## src/rtl/ov5642_pwr_seq.sv

```systemverilog
// OV5642 power-up/reset sequencer ahead of sccb_top: PWDN/RESETB timing, sccb reset, init start and retry.
// Outputs are registered from the state being entered, so each one changes in the first cycle of its new state.
module ov5642_pwr_seq #(
  parameter int CLK_FREQ  = 100_000_000,
  parameter int T_PWR_US  = 5_000,
  parameter int T_RST_US  = 1_000,
  parameter int T_BOOT_US = 20_000,
  parameter int T_INIT_US = 2_000_000,
  parameter int MAX_RETRY = 2
) (
  input  logic       i_clk,
  input  logic       i_rst,
  input  logic       i_restart,
  input  logic       i_init_done,
  input  logic       i_init_err,
  output logic       o_cam_pwdn,
  output logic       o_cam_resetb,
  output logic       o_sccb_rst,
  output logic       o_start_init,
  output logic       o_cam_ready,
  output logic       o_fail,
  output logic [1:0] o_retry_cnt,
  output logic [2:0] o_state
);

  localparam logic [2:0] POR_WAIT  = 3'd0;
  localparam logic [2:0] PWDN_REL  = 3'd1;
  localparam logic [2:0] RST_REL   = 3'd2;
  localparam logic [2:0] ARM       = 3'd3;
  localparam logic [2:0] START     = 3'd4;
  localparam logic [2:0] WAIT_INIT = 3'd5;
  localparam logic [2:0] DONE      = 3'd6;
  localparam logic [2:0] FAIL      = 3'd7;

  function automatic logic [31:0] ticks(input longint us);
    longint t;
    t = us * longint'(CLK_FREQ / 1_000_000);
    if (t < 64'sd1) t = 64'sd1;
    return t[31:0];
  endfunction

  localparam logic [31:0] LD_PWR  = ticks(longint'(T_PWR_US)) - 32'd1;
  localparam logic [31:0] LD_RST  = ticks(longint'(T_RST_US)) - 32'd1;
  localparam logic [31:0] LD_BOOT = ticks(longint'(T_BOOT_US)) - 32'd1;
  localparam logic [31:0] LD_INIT = ticks(longint'(T_INIT_US)) - 32'd1;
  localparam logic [1:0]  RETRY_MAX = 2'(MAX_RETRY);

  logic [2:0]  state, state_nxt;
  logic [31:0] cnt, cnt_nxt;
  logic [1:0]  retry, retry_nxt;
  logic        cnt_zero;
  logic        init_fail;

  assign cnt_zero = (cnt == 32'd0);
  // error beats done in the same cycle; a timeout only counts when done is absent
  assign init_fail = i_init_err || (cnt_zero && !i_init_done);

  always_comb begin
    state_nxt = state;
    retry_nxt = retry;
    case (state)
      POR_WAIT:  if (cnt_zero) state_nxt = PWDN_REL;
      PWDN_REL:  if (cnt_zero) state_nxt = RST_REL;
      RST_REL:   if (cnt_zero) state_nxt = ARM;
      ARM:       state_nxt = START;
      START:     state_nxt = WAIT_INIT;
      WAIT_INIT: begin
        if (init_fail) begin
          if (retry < RETRY_MAX) begin
            retry_nxt = retry + 2'd1;
            state_nxt = POR_WAIT;
          end else begin
            state_nxt = FAIL;
          end
        end else if (i_init_done) begin
          state_nxt = DONE;
        end
      end
      DONE, FAIL: begin
        if (i_restart) begin
          retry_nxt = 2'd0;
          state_nxt = POR_WAIT;
        end
      end
      default:   state_nxt = POR_WAIT;
    endcase
  end

  always_comb begin
    cnt_nxt = cnt_zero ? 32'd0 : cnt - 32'd1;
    if (state_nxt != state) begin
      case (state_nxt)
        POR_WAIT:  cnt_nxt = LD_PWR;
        PWDN_REL:  cnt_nxt = LD_RST;
        RST_REL:   cnt_nxt = LD_BOOT;
        WAIT_INIT: cnt_nxt = LD_INIT;
        default:   cnt_nxt = 32'd0;
      endcase
    end
  end

  // Reset is itself an entry into POR_WAIT, so the counter takes that state's load.
  always_ff @(posedge i_clk) begin
    if (i_rst) begin
      state        <= POR_WAIT;
      cnt          <= LD_PWR;
      retry        <= 2'd0;
      o_cam_pwdn   <= 1'b1;
      o_cam_resetb <= 1'b0;
      o_sccb_rst   <= 1'b1;
      o_start_init <= 1'b0;
      o_cam_ready  <= 1'b0;
      o_fail       <= 1'b0;
    end else begin
      state        <= state_nxt;
      cnt          <= cnt_nxt;
      retry        <= retry_nxt;
      o_cam_pwdn   <= (state_nxt == POR_WAIT) || (state_nxt == FAIL);
      o_cam_resetb <= !((state_nxt == POR_WAIT) || (state_nxt == PWDN_REL) || (state_nxt == FAIL));
      o_sccb_rst   <= (state_nxt == POR_WAIT) || (state_nxt == PWDN_REL) ||
                      (state_nxt == RST_REL)  || (state_nxt == FAIL);
      o_start_init <= (state_nxt == START);
      o_cam_ready  <= (state_nxt == DONE);
      o_fail       <= (state_nxt == FAIL);
    end
  end

  assign o_state     = state;
  assign o_retry_cnt = retry;

endmodule

```

## config.mk

```make
export PLATFORM = sky130hd
export DESIGN_NAME = ov5642_pwr_seq
export DESIGN_NICKNAME = d
export VERILOG_FILES = /design/src/rtl/ov5642_pwr_seq.sv
export SDC_FILE = /design/constraint.sdc
export NUM_CORES = 1
export LEC_CHECK = 0
export CORE_AREA = 3 3 64 66
export DETAILED_ROUTE_END_ITERATION = 12
export DIE_AREA = 0 0 67 69
export PLACE_DENSITY_LB_ADDON = 0.25
export SLEW_MARGIN = 20
export SYNTH_ARGS = -nofsm -noshare
export SYNTH_HDL_FRONTEND = slang
export SYNTH_SLANG_ARGS = --single-unit
export TNS_END_PERCENT = 5
```

## constraint.sdc

```tcl
create_clock -name i_clk -period 6.4 [get_ports i_clk]
set_clock_uncertainty 0.15 [all_clocks]
set_input_delay 0.96 -clock i_clk [delete_from_list [all_inputs] [get_ports i_clk]]
set_output_delay 0.96 -clock i_clk [all_outputs]
set_load 0.1 [all_outputs]
```

-- Word level (Yosys, flattened, before mapping)
Cells that the tools add are included.
- multiply operators: 0
- equal/unequal tests: 17
- add/sub/neg operators: 2
- reduce and logical (&&, ||, !) cells: 15
- divide/modulo/power cells: 0
- shift operators: 0
- order comparisons: 1
- mux-type cells: 15
- bitwise operators: 0
- operator list (operator ; count):
    28-bit one-hot mux with 4 select lines ; 1
    32-bit 2-to-1 mux ; 2
    32-bit zero test ; 1
    32-bit by 1-bit subtractor with 32-bit output, second input constant ; 1
    3-bit == test, second input constant ; 8
    3-bit 2-to-1 mux ; 7
    3-bit one-hot mux with 7 select lines ; 1
    3-bit by 2-bit == test with 1-bit output, second input constant ; 3
    3-bit by 1-bit == test with 1-bit output, second input constant ; 2
    3-bit zero test ; 2
    1-bit logical OR ; 6
    2-bit 2-to-1 mux ; 3
    2-bit != test, second input constant ; 3
    2-bit one-hot mux with 2 select lines ; 1
    4-bit AND reduction ; 1
    3-bit != test ; 1
    2-bit by 1-bit adder with 2-bit output, second input constant ; 1
    1-bit zero test ; 2
    2-bit < comparator, second input constant ; 1
    2-bit nonzero test ; 1
    2-bit OR reduction ; 1
    1-bit logical AND ; 1
- memory bits (read-only): 0
- logic and storage cells: 59
- memories kept: 0
- register bits: 43
- bits in latches: 0
- RAM bits: 0
- input bits: 5

-- Logic depth before layout (Yosys ltp)
Gate-level depths: netlist (run 1).
- depth after elaboration: 9
- depth in mapped cells: 10
- gate-level depth less buffers: 10

-- Worst setup path after synthesis (run 1)
Ideal clock, no wire load.
- kind: register to register
- start: register state[0], in the netlist o_state[0]
- end: register o_sccb_rst
- required time: 6123 ps
- setup time: 127 ps
- arrival time: 2748 ps
- path slack: 3375 ps
- cell stages (with the launch flop): 10
- buffers on the path: 1
- cell sequence: dfxtp_1 > clkbuf_1 > nor2b_1 > nand2_1 > a21oi_1 > o31ai_4 > o21ai_2 > nor2_2 > o21ai_0 > or3b_1
- longest elaborated chain between the ends: 7
- elaborated cells on any way between the ends: 23
- those cells by class: eq/ne (10); mux (7); reduce/logical (6)
- RTL lines (what ; line ; RTL):
    start: declaration ; 48 ; logic [2:0] state, state_nxt;
    start signal: assignment ; 115 ; state <= state_nxt;
    3-bit == test / 3-bit 2-to-1 mux (equally long branches) ; 61, 75 ;
    2-bit OR reduction / 3-bit 2-to-1 mux (equally long branches) ; 61, 68 ;
    3-bit one-hot mux with 7 select lines (*) ; 61 ; case (state)
    3-bit by 1-bit == test with 1-bit output / 3-bit zero test (equally long branches) ; 120 ; o_sccb_rst <= (state_nxt == POR_WAIT) || (state_nxt == PWDN_REL) ||
    1-bit logical OR (2 in a row) ; 120 ;
    1-bit logical OR (*) ; 121 ; (state_nxt == RST_REL) || (state_nxt == FAIL);
    end signal: assignment ; 120 ;
    end: declaration ; 18 ; output logic o_sccb_rst,
Every way passes the cells marked *; elsewhere a longest branch is shown, timed or not.
A chain may end at the register's enable or synchronous reset.

-- Worst setup path after layout (run 1)
- start: register cnt[9]
- end: register cnt[10]
- longest elaborated chain between the ends: 8
- elaborated cells on any way between the ends: 17
- those cells by class: add/sub (1); eq/ne (4); mux (8); reduce/logical (4)
- RTL lines (what ; line ; RTL):
    start: declaration ; 49 ; logic [31:0] cnt, cnt_nxt;
    start signal: assignment ; 116 ; cnt <= cnt_nxt;
    32-bit zero test ; 54 ; assign cnt_zero = (cnt == 32'd0);
    1-bit logical AND ; 56 ; assign init_fail = i_init_err || (cnt_zero && !i_init_done);
    1-bit logical OR ; 56 ;
    3-bit 2-to-1 mux ; 68 ; if (init_fail) begin
    3-bit one-hot mux with 7 select lines ; 61 ;
    3-bit == test (tied with other cells) ; 92 ; case (state_nxt)
    28-bit one-hot mux with 4 select lines ; 92 ;
    32-bit 2-to-1 mux (*) ; 91 ; if (state_nxt != state) begin
Marked as above.

==> results of run 1 <==
worst max-delay path by stage:
stage	startpoint	end	slack, ps	cells after the start
final	cnt[9]$_SDFF_PP0_	cnt[10]$_SDFF_PP0_	3010	8
after global routing	cnt[5]$_SDFF_PP0_	cnt[10]$_SDFF_PP0_	2690	8
after CTS	cnt[9]$_SDFF_PP0_	cnt[10]$_SDFF_PP0_	2990	8
after detailed placement	i_init_err	cnt[10]$_SDFF_PP0_	2880	8
after global placement	i_init_err	cnt[10]$_SDFF_PP0_	2970	8
after floorplan	o_state[0]$_SDFF_PP0_	o_sccb_rst$_SDFF_PP1_	3380	9
placed cells by master, fill, tap and decap left out, types with 2 or more instances in the layout:
| cell | n |
|---|---|
| clkbuf_8 | 6 |
| mux2i_1 | 3 |
| o211ai_1 | 6 |
| nor2b_1 | 3 |
| inv_1 | 5 |
| xnor2_1 | 19 |
| nand4_1 | 3 |
| dfxtp_1 | 43 |
| or3_1 | 2 |
| and3_1 | 4 |
| or4_1 | 3 |
| nand3_1 | 5 |
| a31oi_1 | 3 |
| and2_1 | 3 |
| o21ai_1 | 17 |
| or3b_1 | 2 |
| nand2_1 | 22 |
| nor3_1 | 14 |
| clkdlybuf4s50_1 | 15 |
| a21oi_1 | 11 |
| nor2_1 | 30 |
| nand2b_1 | 2 |
| ha_1 | 2 |
| xor2_1 | 8 |
| nor4_1 | 10 |
| nand3b_4 | 2 |
critical path: stages, from the launching register on:
cell	delay [ps]
dfxtp_1	350
nor4_1	700
nand3b_4	140
or3_4	430
o31ai_4	250
o21ai_2	150
xnor2_2	180
nand3_1	560
o211ai_1	370
registers in the layout, summed over array words and instances (netlist names):
name,count
o_state,3
o_cam_pwdn,1
o_sccb_rst,1
o_cam_resetb,1
cnt,32
o_fail,1
o_start_init,1
o_retry_cnt,2
o_cam_ready,1
layout make-up:
| cell class | instances | area share [%] |
|---|---|---|
| Timing Repair Buffer | 15 | 6.17 |
| Tap cell | 48 | 2.47 |
| Sequential cell | 43 | 35.4 |
| Clock buffer | 6 | 3.40 |
| Clock inverter | 2 | 1.44 |
| Multi-Input combinational cell | 193 | 50.4 |
| Inverter | 5 | 0.772 |
power breakdown:
group	internal [uW]	total, uW	leakage (uW)	switching [uW]
clock	126	218	0.0000612	91.6
combinational	69.3	189	0.000446	119
sequential	305	344	0.000350	39.2
total	500	750	0.000856	250
synthesized netlist by cell type, types with 5 or more instances:
cell	count	share of area, %
clkbuf_1	6	1.1
xnor2_1	19	7.8
a21oi_1	11	2.6
nor3_1	14	3.3
inv_1	5	0.88
nor4_1	10	2.9
xor2_1	8	3.3
nor2_1	30	5.3
o211ai_1	6	2.1
nand2_1	22	3.9
nand3_1	5	1.2
o21ai_1	17	4.0
dfxtp_1	43	40
per-stage QoR:
stage	setup slack, ps	total power, uW
final	3010	750
after global routing	2690	792
after CTS	2990	755
after floorplan	3380	494
after global placement	2970	535
after detailed placement	2880	538
per-layer routing:
layer | GRT usage, % | up-vias | part of all wire, %
li1 | - | 916 | -
met1 | 30.1 | 829 | 48
met2 | 31.6 | 36 | 46
met3 | 4.40 | 6 | 4.8
met4 | 5.41 | 0 | 1.3
met5 | 0 | - | 0
cell families (layout without fill, tap and decap cells):
group | Yosys count | in the layout | share of synthesized area, %
AOI/OAI and AO/OA | 48 | 48 | 14.7
xor gates and xnor gates | 28 | 28 | 11.9
adders and majority gates | 2 | 2 | 1.17
buffers and inverters | 12 | 28 | 2.17
DFF | 43 | 43 | 40.4
muxes | 3 | 3 | 1.41
and+or+nand+nor | 112 | 112 | 28.3
==> summary.md, run 1 <==
### Die
* Die Width: 67 um
* effective utilization at floorplan: 58.7%
* floorplan core area: 3630 um^2
* I/O pin count: 16
* Die ar.: 4620 um^2
* Std-Cell Rows: 22
* floorplan die height: 69 um

### Pwr
* maximum vdd ir drop: 0.242 mV
* leakage power total: 0.000856 uW
* power per cell area: 308 nW/um^2

### STA
* Max Slew Vio Count: 0
* final critical-path share of the clock period: 53.0%
* Fin. Hold Viols: 0
* RSZ-0062 raised after global routing: false
* worst-case headroom to the max-slew limit: 34.3%
* minimum clock period after layout: 3390 ps
* final setup vio count: 0
* Hold WS: 329 ps
* maximum frequency from static timing analysis: 0.295 GHz
* Total Neg Setup Slack: 0 ps
* slew at the pin closest to its max-slew limit: 983 ps

### GRT
* total global-route track usage: 20.9%
* total overflow reported by the global router: 0
* antenna violations before repair: 0
* pin count of the biggest net entering global routing: 21
* number of global-route vias before repair: 1692
* first-pass GRT wire length: 7.67 mm

### Routing
* First DRT Iteration DRCs: 87
* aggregate routed wire length: 4.40 mm
* vias: 1787
* detailed-routing iteration count for the pre-antenna-repair pass: 5
* average vias per placed instance: 5.73
* detailed-route wire length per cell: 14.1 um
* Antenna Nets Post-Route: 0
* DR DRC count: 0

### Setup path
* terminus of the critical flop-to-flop path: cnt[10]$_SDFF_PP0_
* Worst Path Required: 6450 ps
* Critical Setup Path Class: flip-flop to flip-flop
* Worst Reg2Reg Path Length in Cells: 8
* worst path arrival time: 3440 ps
* reg2reg setup slack: 3010 ps
* worst flop-to-flop path startpoint: cnt[9]$_SDFF_PP0_
* Worst setup SP type: flip-flop
* maximum fanout count along the critical path: 20
* CP Capture Type: flip-flop

### Finish
* fill count: 319
* layout overhead on the synthesized area: 14.1%
* Non-Filler Instances: 312
* net count of the finished layout: 270
* antenna cell count: 0
* ratio of cells with drive above 1 in the final layout: 7.95%
* Register Area: 861 um^2
* multi-input combinational cell area: 1220 um^2
* final non-filler cell area: 2430 um^2
* final standard cell utilization of the core: 66.9%

### Worst hold path
* Min-Delay Startpoint: cnt[0]$_SDFF_PP1_
* number of cells on the worst hold path: 1
* Tightest Hold Check Type: flip-flop to flip-flop
* endpoint of the worst hold path: cnt[0]$_SDFF_PP1_

### Clock tree
* CTS Root Cell: clkbuf_8
* sink count of the clock tree: 43
* clock input transition at the sequential cells of the worst setup and hold paths: 80 ps
* CTS buffer count: 5
* number of buffers inserted to repair setup after CTS: 0
* number of instances resized during post-cts repair: 0
* count of hold buffers inserted by post-cts repair: 0
* insertion delay of the later-clocked pin in the worst-skew pair: 300 ps
* clock tree buffer depth: 2
* CTS tree: built
* maximum level of the CTS H-tree: 2

### Synth
* Post-Syn Instances: 248
* syn_nets: 255
* post-synthesis cell type count: 45
* most instantiated flip-flop cell in the synthesis netlist: dfxtp_1
* Synth async-reset ratio: 0%
* Mean Syn Cell Area: 8.60 um^2
* number of synthesized flops with an enable pin: 0
* flop and latch count out of synthesis: 43
* sequential share of the synthesized area: 40.4%
* Synth Cell Area: 2130 um^2
* Synth warnings: 0

### Placement
* Detailed Place HPWL: 3.21 mm
* number of input and output port buffers inserted: 15
* # placed instances: 304
* Placed Instance Area: 2310 um^2
* gp weighted congestion: 0.897

### Job
* max-cap violation count: 0

### Status
* run status: complete, no violations

No activity file was read; power rests on OpenSTA's default activity.
==> run 2, diff against run 1 <==
--- a/config.mk
+++ b/config.mk
@@ -5,9 +5,9 @@
 export SDC_FILE = /design/constraint.sdc
 export NUM_CORES = 1
 export LEC_CHECK = 0
-export CORE_AREA = 3 3 64 66
+export CORE_AREA = 3 3 69 71
 export DETAILED_ROUTE_END_ITERATION = 12
-export DIE_AREA = 0 0 67 69
+export DIE_AREA = 0 0 72 74
 export PLACE_DENSITY_LB_ADDON = 0.25
 export SLEW_MARGIN = 20
 export SYNTH_ARGS = -nofsm -noshare
==> constraint.sdc (replaced) <==
create_clock -name i_clk -period 3.1 [get_ports i_clk]
set_clock_uncertainty 0.15 [all_clocks]
set_input_delay 0.465 -clock i_clk [delete_from_list [all_inputs] [get_ports i_clk]]
set_output_delay 0.465 -clock i_clk [all_outputs]
set_load 0.1 [all_outputs]
==> summary.md, run 2 (synthesized netlist as in run 1, its figures left out) <==
### Status
* run status: complete, no violations, unchanged

### Worst hold path
* Min-Delay Startpoint: cnt[0]$_SDFF_PP1_, unchanged
* endpoint of the worst hold path: cnt[0]$_SDFF_PP1_, unchanged
* number of cells on the worst hold path: 1, unchanged
* Tightest Hold Check Type: flip-flop to flip-flop, unchanged

### GRT
* first-pass GRT wire length: 7.80 mm, was 7.67 mm
* antenna violations before repair: 0, unchanged
* pin count of the biggest net entering global routing: 16, was 21
* met3 Resource Use GR: 4.19%, was 4.40%
* met1 usage in global routing: 23.1%, was 30.1%
* GR Layer Usage met2: 32.7%, was 31.6%
* number of global-route vias before repair: 1738, was 1692
* total global-route track usage: 18.6%, was 20.9%
* total overflow reported by the global router: 0, unchanged
* most crowded layer after global routing: met2, unchanged

### Setup path
* Worst Path Required: 3110 ps, was 6450 ps
* Worst Reg2Reg Path Length in Cells: 8, unchanged
* terminus of the critical flop-to-flop path: cnt[4]$_SDFF_PP1_, was cnt[10]$_SDFF_PP0_
* maximum fanout count along the critical path: 8, was 20
* Worst setup SP type: flip-flop, unchanged
* worst flop-to-flop path startpoint: cnt[25]$_SDFF_PP0_, was cnt[9]$_SDFF_PP0_
* worst path arrival time: 2880 ps, was 3440 ps
* Critical Setup Path Class: flip-flop to flip-flop, unchanged
* CP Capture Type: flip-flop, unchanged
* reg2reg setup slack: 220 ps, was 3010 ps

### Clock tree
* CTS tree: built, unchanged
* CTS buffer count: 5, unchanged
* CTS Root Cell: clkbuf_8, unchanged
* clock input transition at the sequential cells of the worst setup and hold paths: 80 ps, about the same
* clock tree buffer depth: 2, unchanged
* insertion delay of the later-clocked pin in the worst-skew pair: 290 ps, was 300 ps
* maximum level of the CTS H-tree: 2, unchanged
* sink count of the clock tree: 43, unchanged

### Routing
* aggregate routed wire length: 4.51 mm, was 4.40 mm
* DR DRC count: 0, unchanged
* average vias per placed instance: 5.57, was 5.73
* vias: 1809, was 1787
* detailed-routing iteration count for the pre-antenna-repair pass: 6, was 5
* Antenna Nets Post-Route: 0, unchanged
* detailed-route wire length per cell: 13.9 um, was 14.1 um
* First DRT Iteration DRCs: 86, was 87

### Pwr
* Overall Power: 1480 uW, was 750 uW
* leakage power total: 0.000899 uW, was 0.000856 uW
* power per cell area: 603 nW/um^2, was 308 nW/um^2
* maximum vdd ir drop: 0.378 mV, was 0.242 mV

### Finish
* layout overhead on the synthesized area: 14.8%, was 14.1%
* antenna cell count: 0, unchanged
* Largest register FFs: 32, unchanged
* ratio of cells with drive above 1 in the final layout: 15.0%, was 7.95%
* largest register by flop count: cnt, unchanged
* commonest non-fill, non-tap cell in the layout: dfxtp_1, unchanged
* net count of the finished layout: 279, was 270
* leading cell types in the layout, fill and taps excluded: dfxtp_1, nor2_1, nand2_1, unchanged

### STA
* worst-case headroom to the max-slew limit: 63.2%, was 34.3%
* minimum clock period after layout: 2880 ps, was 3390 ps
* maximum frequency from static timing analysis: 0.348 GHz, was 0.295 GHz
* Max Slew Vio Count: 0, unchanged
* RSZ-0062 raised after global routing: false, unchanged
* final critical-path share of the clock period: 92.8%, was 53.0%
* Total Neg Setup Slack: 0 ps, unchanged
* final setup vio count: 0, unchanged
* Fin. Hold Viols: 0, unchanged
* slew at the pin closest to its max-slew limit: 550 ps, was 983 ps

### Placement
* gp weighted congestion: 0.840, was 0.897
* number of input and output port buffers inserted: 15, unchanged
* Detailed Place HPWL: 3.30 mm, was 3.21 mm

### Die
* Die ar.: 5330 um^2, was 4620 um^2
* Die Width: 72 um, was 67 um
* Std-Cell Rows: 24, was 22
* effective utilization at floorplan: 49.7%, was 58.7%
* I/O pin count: 16, unchanged
* floorplan die height: 74 um, was 69 um
* floorplan core area: 4290 um^2, was 3630 um^2

### Job
* max-cap violation count: 0, unchanged

-- run 2: cell types whose count changed in the layout (fill, tap and decap cells not counted) --
cell | before | now
a21boi_2 | 0 | 1
bufinv_16 | 1 | 0
clkbuf_8 | 6 | 5
clkinvlp_4 | 0 | 1
a21boi_1 | 1 | 0
clkbuf_1 | 0 | 1
buf_4 | 0 | 20
clkdlybuf4s50_1 | 15 | 4
-- run 2: worst max path at each step --
stage	from	endpoint	slack, ps	cells past startpoint
floorplan	o_state[0]$_SDFF_PP0_	o_sccb_rst$_SDFF_PP1_	80	9
global placement	cnt[25]$_SDFF_PP0_	o_sccb_rst$_SDFF_PP1_	230	7
detailed placement	cnt[25]$_SDFF_PP0_	o_sccb_rst$_SDFF_PP1_	220	7
CTS	cnt[25]$_SDFF_PP0_	o_sccb_rst$_SDFF_PP1_	220	7
global route	cnt[17]$_SDFF_PP1_	cnt[0]$_SDFF_PP1_	40	8
finish	cnt[25]$_SDFF_PP0_	cnt[4]$_SDFF_PP1_	220	8
-- run 2: where the power goes --
| group | switching, uW | internal (uW) |
|---|---|---|
| clock network | 193 | 158 |
| logic | 253 | 163 |
| registers | 79.5 | 629 |
| total | 526 | 950 |
-- run 2: repair_timing --
action,CTS,global route
resized for setup,0,1
setup buffers,0,0
endpoints found under the setup margin,0,3
hold buffers,0,0
-- run 2: cell type report --
type | count | area (um^2)
clock inverter | 2 | 12.5
fill | 395 | 1850
tap | 52 | 65.1
inverter | 5 | 18.8
clock buffer | 6 | 72.6
multi-input combinational | 193 | 1230
sequential | 43 | 861
timing repair buffer | 24 | 190
-- run 2: layer usage --
metal	wire length, um	vias to the layer above	share of wire, %
met5	0	-	0
met4	47	0	1.0
met3	174	4	3.9
met2	2140	29	47
met1	2150	847	48
li1	-	929	-
-- run 2: critical path, cell delays in order (launching register included) --
cell	delay, ps
dfxtp_1	340
or4_4	560
nand3b_4	180
nor3_2	330
mux2i_1	140
a21boi_2	210
a21bo_2	270
a211oi_2	410
o21ai_1	140
-- run 2: stage by stage --
step / hold WS (ps) / cell area [um^2] / cells / setup slack, ps / utilization, %
floorplan: 289 / 2130 / 248 / 75.3 / -
global placement: 311 / 2360 / 317 / 228 / 55.0
detailed placement: 321 / 2360 / 317 / 218 / 55.0
CTS: 334 / 2440 / 325 / 223 / 56.9
global route: 352 / 2450 / 325 / 36.1 / 57.0
finish: 326 / 2450 / 325 / 225 / 57.0
==> run 3, diff against run 2 <==
--- a/config.mk
+++ b/config.mk
@@ -5,10 +5,13 @@
 export SDC_FILE = /design/constraint.sdc
 export NUM_CORES = 1
 export LEC_CHECK = 0
-export CORE_AREA = 3 3 69 71
+export CELL_PAD_IN_SITES_DETAIL_PLACEMENT = 1
+export CELL_PAD_IN_SITES_GLOBAL_PLACEMENT = 2
+export CORE_AREA = 3 3 86 88
 export DETAILED_ROUTE_END_ITERATION = 12
-export DIE_AREA = 0 0 72 74
+export DIE_AREA = 0 0 89 91
 export PLACE_DENSITY_LB_ADDON = 0.25
+export RECOVER_POWER = 25
 export SLEW_MARGIN = 20
 export SYNTH_ARGS = -nofsm -noshare
 export SYNTH_HDL_FRONTEND = slang
==> summary.md, run 3 (synthesized netlist as in run 1, its figures left out) <==
### STA
* Max Slew Vio Count: 0, unchanged
* Total Neg Setup Slack: 0 ps, unchanged
* minimum clock period after layout: 2920 ps, was 2880 ps
* Fin. Hold Viols: 0, unchanged
* final setup vio count: 0, unchanged
* worst-case headroom to the max-slew limit: 19.7%, was 63.2%
* maximum frequency from static timing analysis: 0.342 GHz, was 0.348 GHz
* Hold WS: 330 ps, was 326 ps
* slew at the pin closest to its max-slew limit: 1210 ps, was 550 ps
* RSZ-0062 raised after global routing: false, unchanged
* final critical-path share of the clock period: 94.3%, was 92.8%

### Finish
* fill count: 805, was 395
* net count of the finished layout: 285, was 279
* ratio of cells with drive above 1 in the final layout: 13.3%, was 15.0%
* leading cell types in the layout, fill and taps excluded: dfxtp_1, nor2_1, nand2_1, unchanged
* commonest non-fill, non-tap cell in the layout: dfxtp_1, unchanged
* largest register by flop count: cnt, unchanged
* Largest register FFs: 32, unchanged
* layout overhead on the synthesized area: 17.9%, was 14.8%
* antenna cell count: 0, unchanged

### Worst hold path
* Min-Delay Startpoint: cnt[0]$_SDFF_PP1_, unchanged
* Tightest Hold Check Type: flip-flop to flip-flop, unchanged
* endpoint of the worst hold path: cnt[0]$_SDFF_PP1_, unchanged
* number of cells on the worst hold path: 1, unchanged

### Setup path
* terminus of the critical flop-to-flop path: cnt[6]$_SDFF_PP0_, was cnt[4]$_SDFF_PP1_
* worst flop-to-flop path startpoint: cnt[25]$_SDFF_PP0_, unchanged
* Worst setup SP type: flip-flop, unchanged
* Critical Setup Path Class: flip-flop to flip-flop, unchanged
* CP Capture Type: flip-flop, unchanged
* reg2reg setup slack: 180 ps, was 220 ps
* Worst Reg2Reg Path Length in Cells: 7, was 8
* worst path arrival time: 2990 ps, was 2880 ps
* maximum fanout count along the critical path: 8, unchanged
* Worst Path Required: 3170 ps, was 3110 ps

### GRT
* number of global-route vias before repair: 1814, was 1738
* pin count of the biggest net entering global routing: 21, was 16
* total overflow reported by the global router: 0, unchanged
* first-pass GRT wire length: 9.26 mm, was 7.80 mm
* total global-route track usage: 14.6%, was 18.6%
* antenna violations before repair: 0, unchanged

### Die
* Die ar.: 8100 um^2, was 5330 um^2
* floorplan die height: 91 um, was 74 um
* floorplan core area: 6720 um^2, was 4290 um^2
* I/O pin count: 16, unchanged
* effective utilization at floorplan: 31.7%, was 49.7%
* Std-Cell Rows: 30, was 24
* Die Width: 89 um, was 72 um

### Routing
* aggregate routed wire length: 5.53 mm, was 4.51 mm
* First DRT Iteration DRCs: 57, was 86
* average vias per placed instance: 5.12, was 5.57
* DR DRC count: 0, unchanged
* detailed-routing iteration count for the pre-antenna-repair pass: 4, was 6
* vias: 1839, was 1809
* Antenna Nets Post-Route: 0, unchanged
* detailed-route wire length per cell: 15.4 um, was 13.9 um

### Clock tree
* CTS buffer count: 5, unchanged
* number of instances resized during post-cts repair: 0, unchanged
* count of hold buffers inserted by post-cts repair: 0, unchanged
* insertion delay of the later-clocked pin in the worst-skew pair: 300 ps, was 290 ps
* clock input transition at the sequential cells of the worst setup and hold paths: 90 ps, was 80 ps
* CTS Root Cell: clkbuf_8, unchanged
* maximum level of the CTS H-tree: 2, unchanged
* CTS tree: built, unchanged
* number of buffers inserted to repair setup after CTS: 0, unchanged
* clock tree buffer depth: 2, unchanged
* sink count of the clock tree: 43, unchanged

### Status
* run status: complete, no violations, unchanged

### Pwr
* maximum vdd ir drop: 0.302 mV, was 0.378 mV
* power per cell area: 609 nW/um^2, was 603 nW/um^2
* leakage power total: 0.000896 uW, was 0.000899 uW

### Placement
* number of input and output port buffers inserted: 15, unchanged
* Detailed Place HPWL: 4.12 mm, was 3.30 mm
* gp weighted congestion: 0.778, was 0.840

### Job
* max-cap violation count: 0, unchanged

==> run 3: layer usage <==
metal,vias up,part of all wire (%),GRT usage (%)
met5,-,0,0
met1,883,54,21.5
met2,12,43,21.6
met4,0,1.2,4.47
li1,939,-,-
met3,5,1.5,2.45
==> run 3: stage by stage <==
stage	worst slack [ps]	cell area (um^2)	utilization [%]	power (uW)	std cells
floorplan	75.3	2130	-	1020	248
global route	29.0	2510	37.4	1620	359
CTS	155	2550	38.0	1560	359
global placement	183	2450	36.5	1160	351
detailed placement	169	2450	36.5	1160	351
finish	178	2510	37.4	1530	359
==> run 3: worst max-delay path by stage <==
stage / start / to / slack (ps)
2_1_floorplan: o_state[0]$_SDFF_PP0_ / o_sccb_rst$_SDFF_PP1_ / 80
3_3_place_gp: cnt[25]$_SDFF_PP0_ / cnt[1]$_SDFF_PP1_ / 180
3_5_place_dp: cnt[25]$_SDFF_PP0_ / o_sccb_rst$_SDFF_PP1_ / 170
4_1_cts: cnt[25]$_SDFF_PP0_ / cnt[10]$_SDFF_PP0_ / 160
5_1_grt: cnt[0]$_SDFF_PP1_ / cnt[30]$_SDFF_PP0_ / 30
6_report: cnt[25]$_SDFF_PP0_ / cnt[6]$_SDFF_PP0_ / 180
==> run 3: power breakdown <==
group / total [uW] / internal (uW) / switching [uW]
sequential: 707 / 629 / 78.3
combinational: 432 / 164 / 269
clock: 392 / 182 / 210
==> run 3: critical path: stages, from the launching register on <==
cell	delay, ps
dfxtp_1	350
or4_4	570
nand3b_4	190
or3_4	400
o31ai_4	230
o31a_2	290
or3b_1	500
o211ai_1	150
==> run 3: area by class of cell <==
cell class | instances | area, um^2 | share of cell area (%)
well taps | 80 | 100 | 3.98
clock inverters | 2 | 16.3 | 0.647
clock buffers | 6 | 82.6 | 3.29
multi-input cells | 193 | 1230 | 48.9
inverters | 5 | 18.8 | 0.747
flip-flops and latches | 43 | 861 | 34.2
repair buffers | 30 | 206 | 8.21
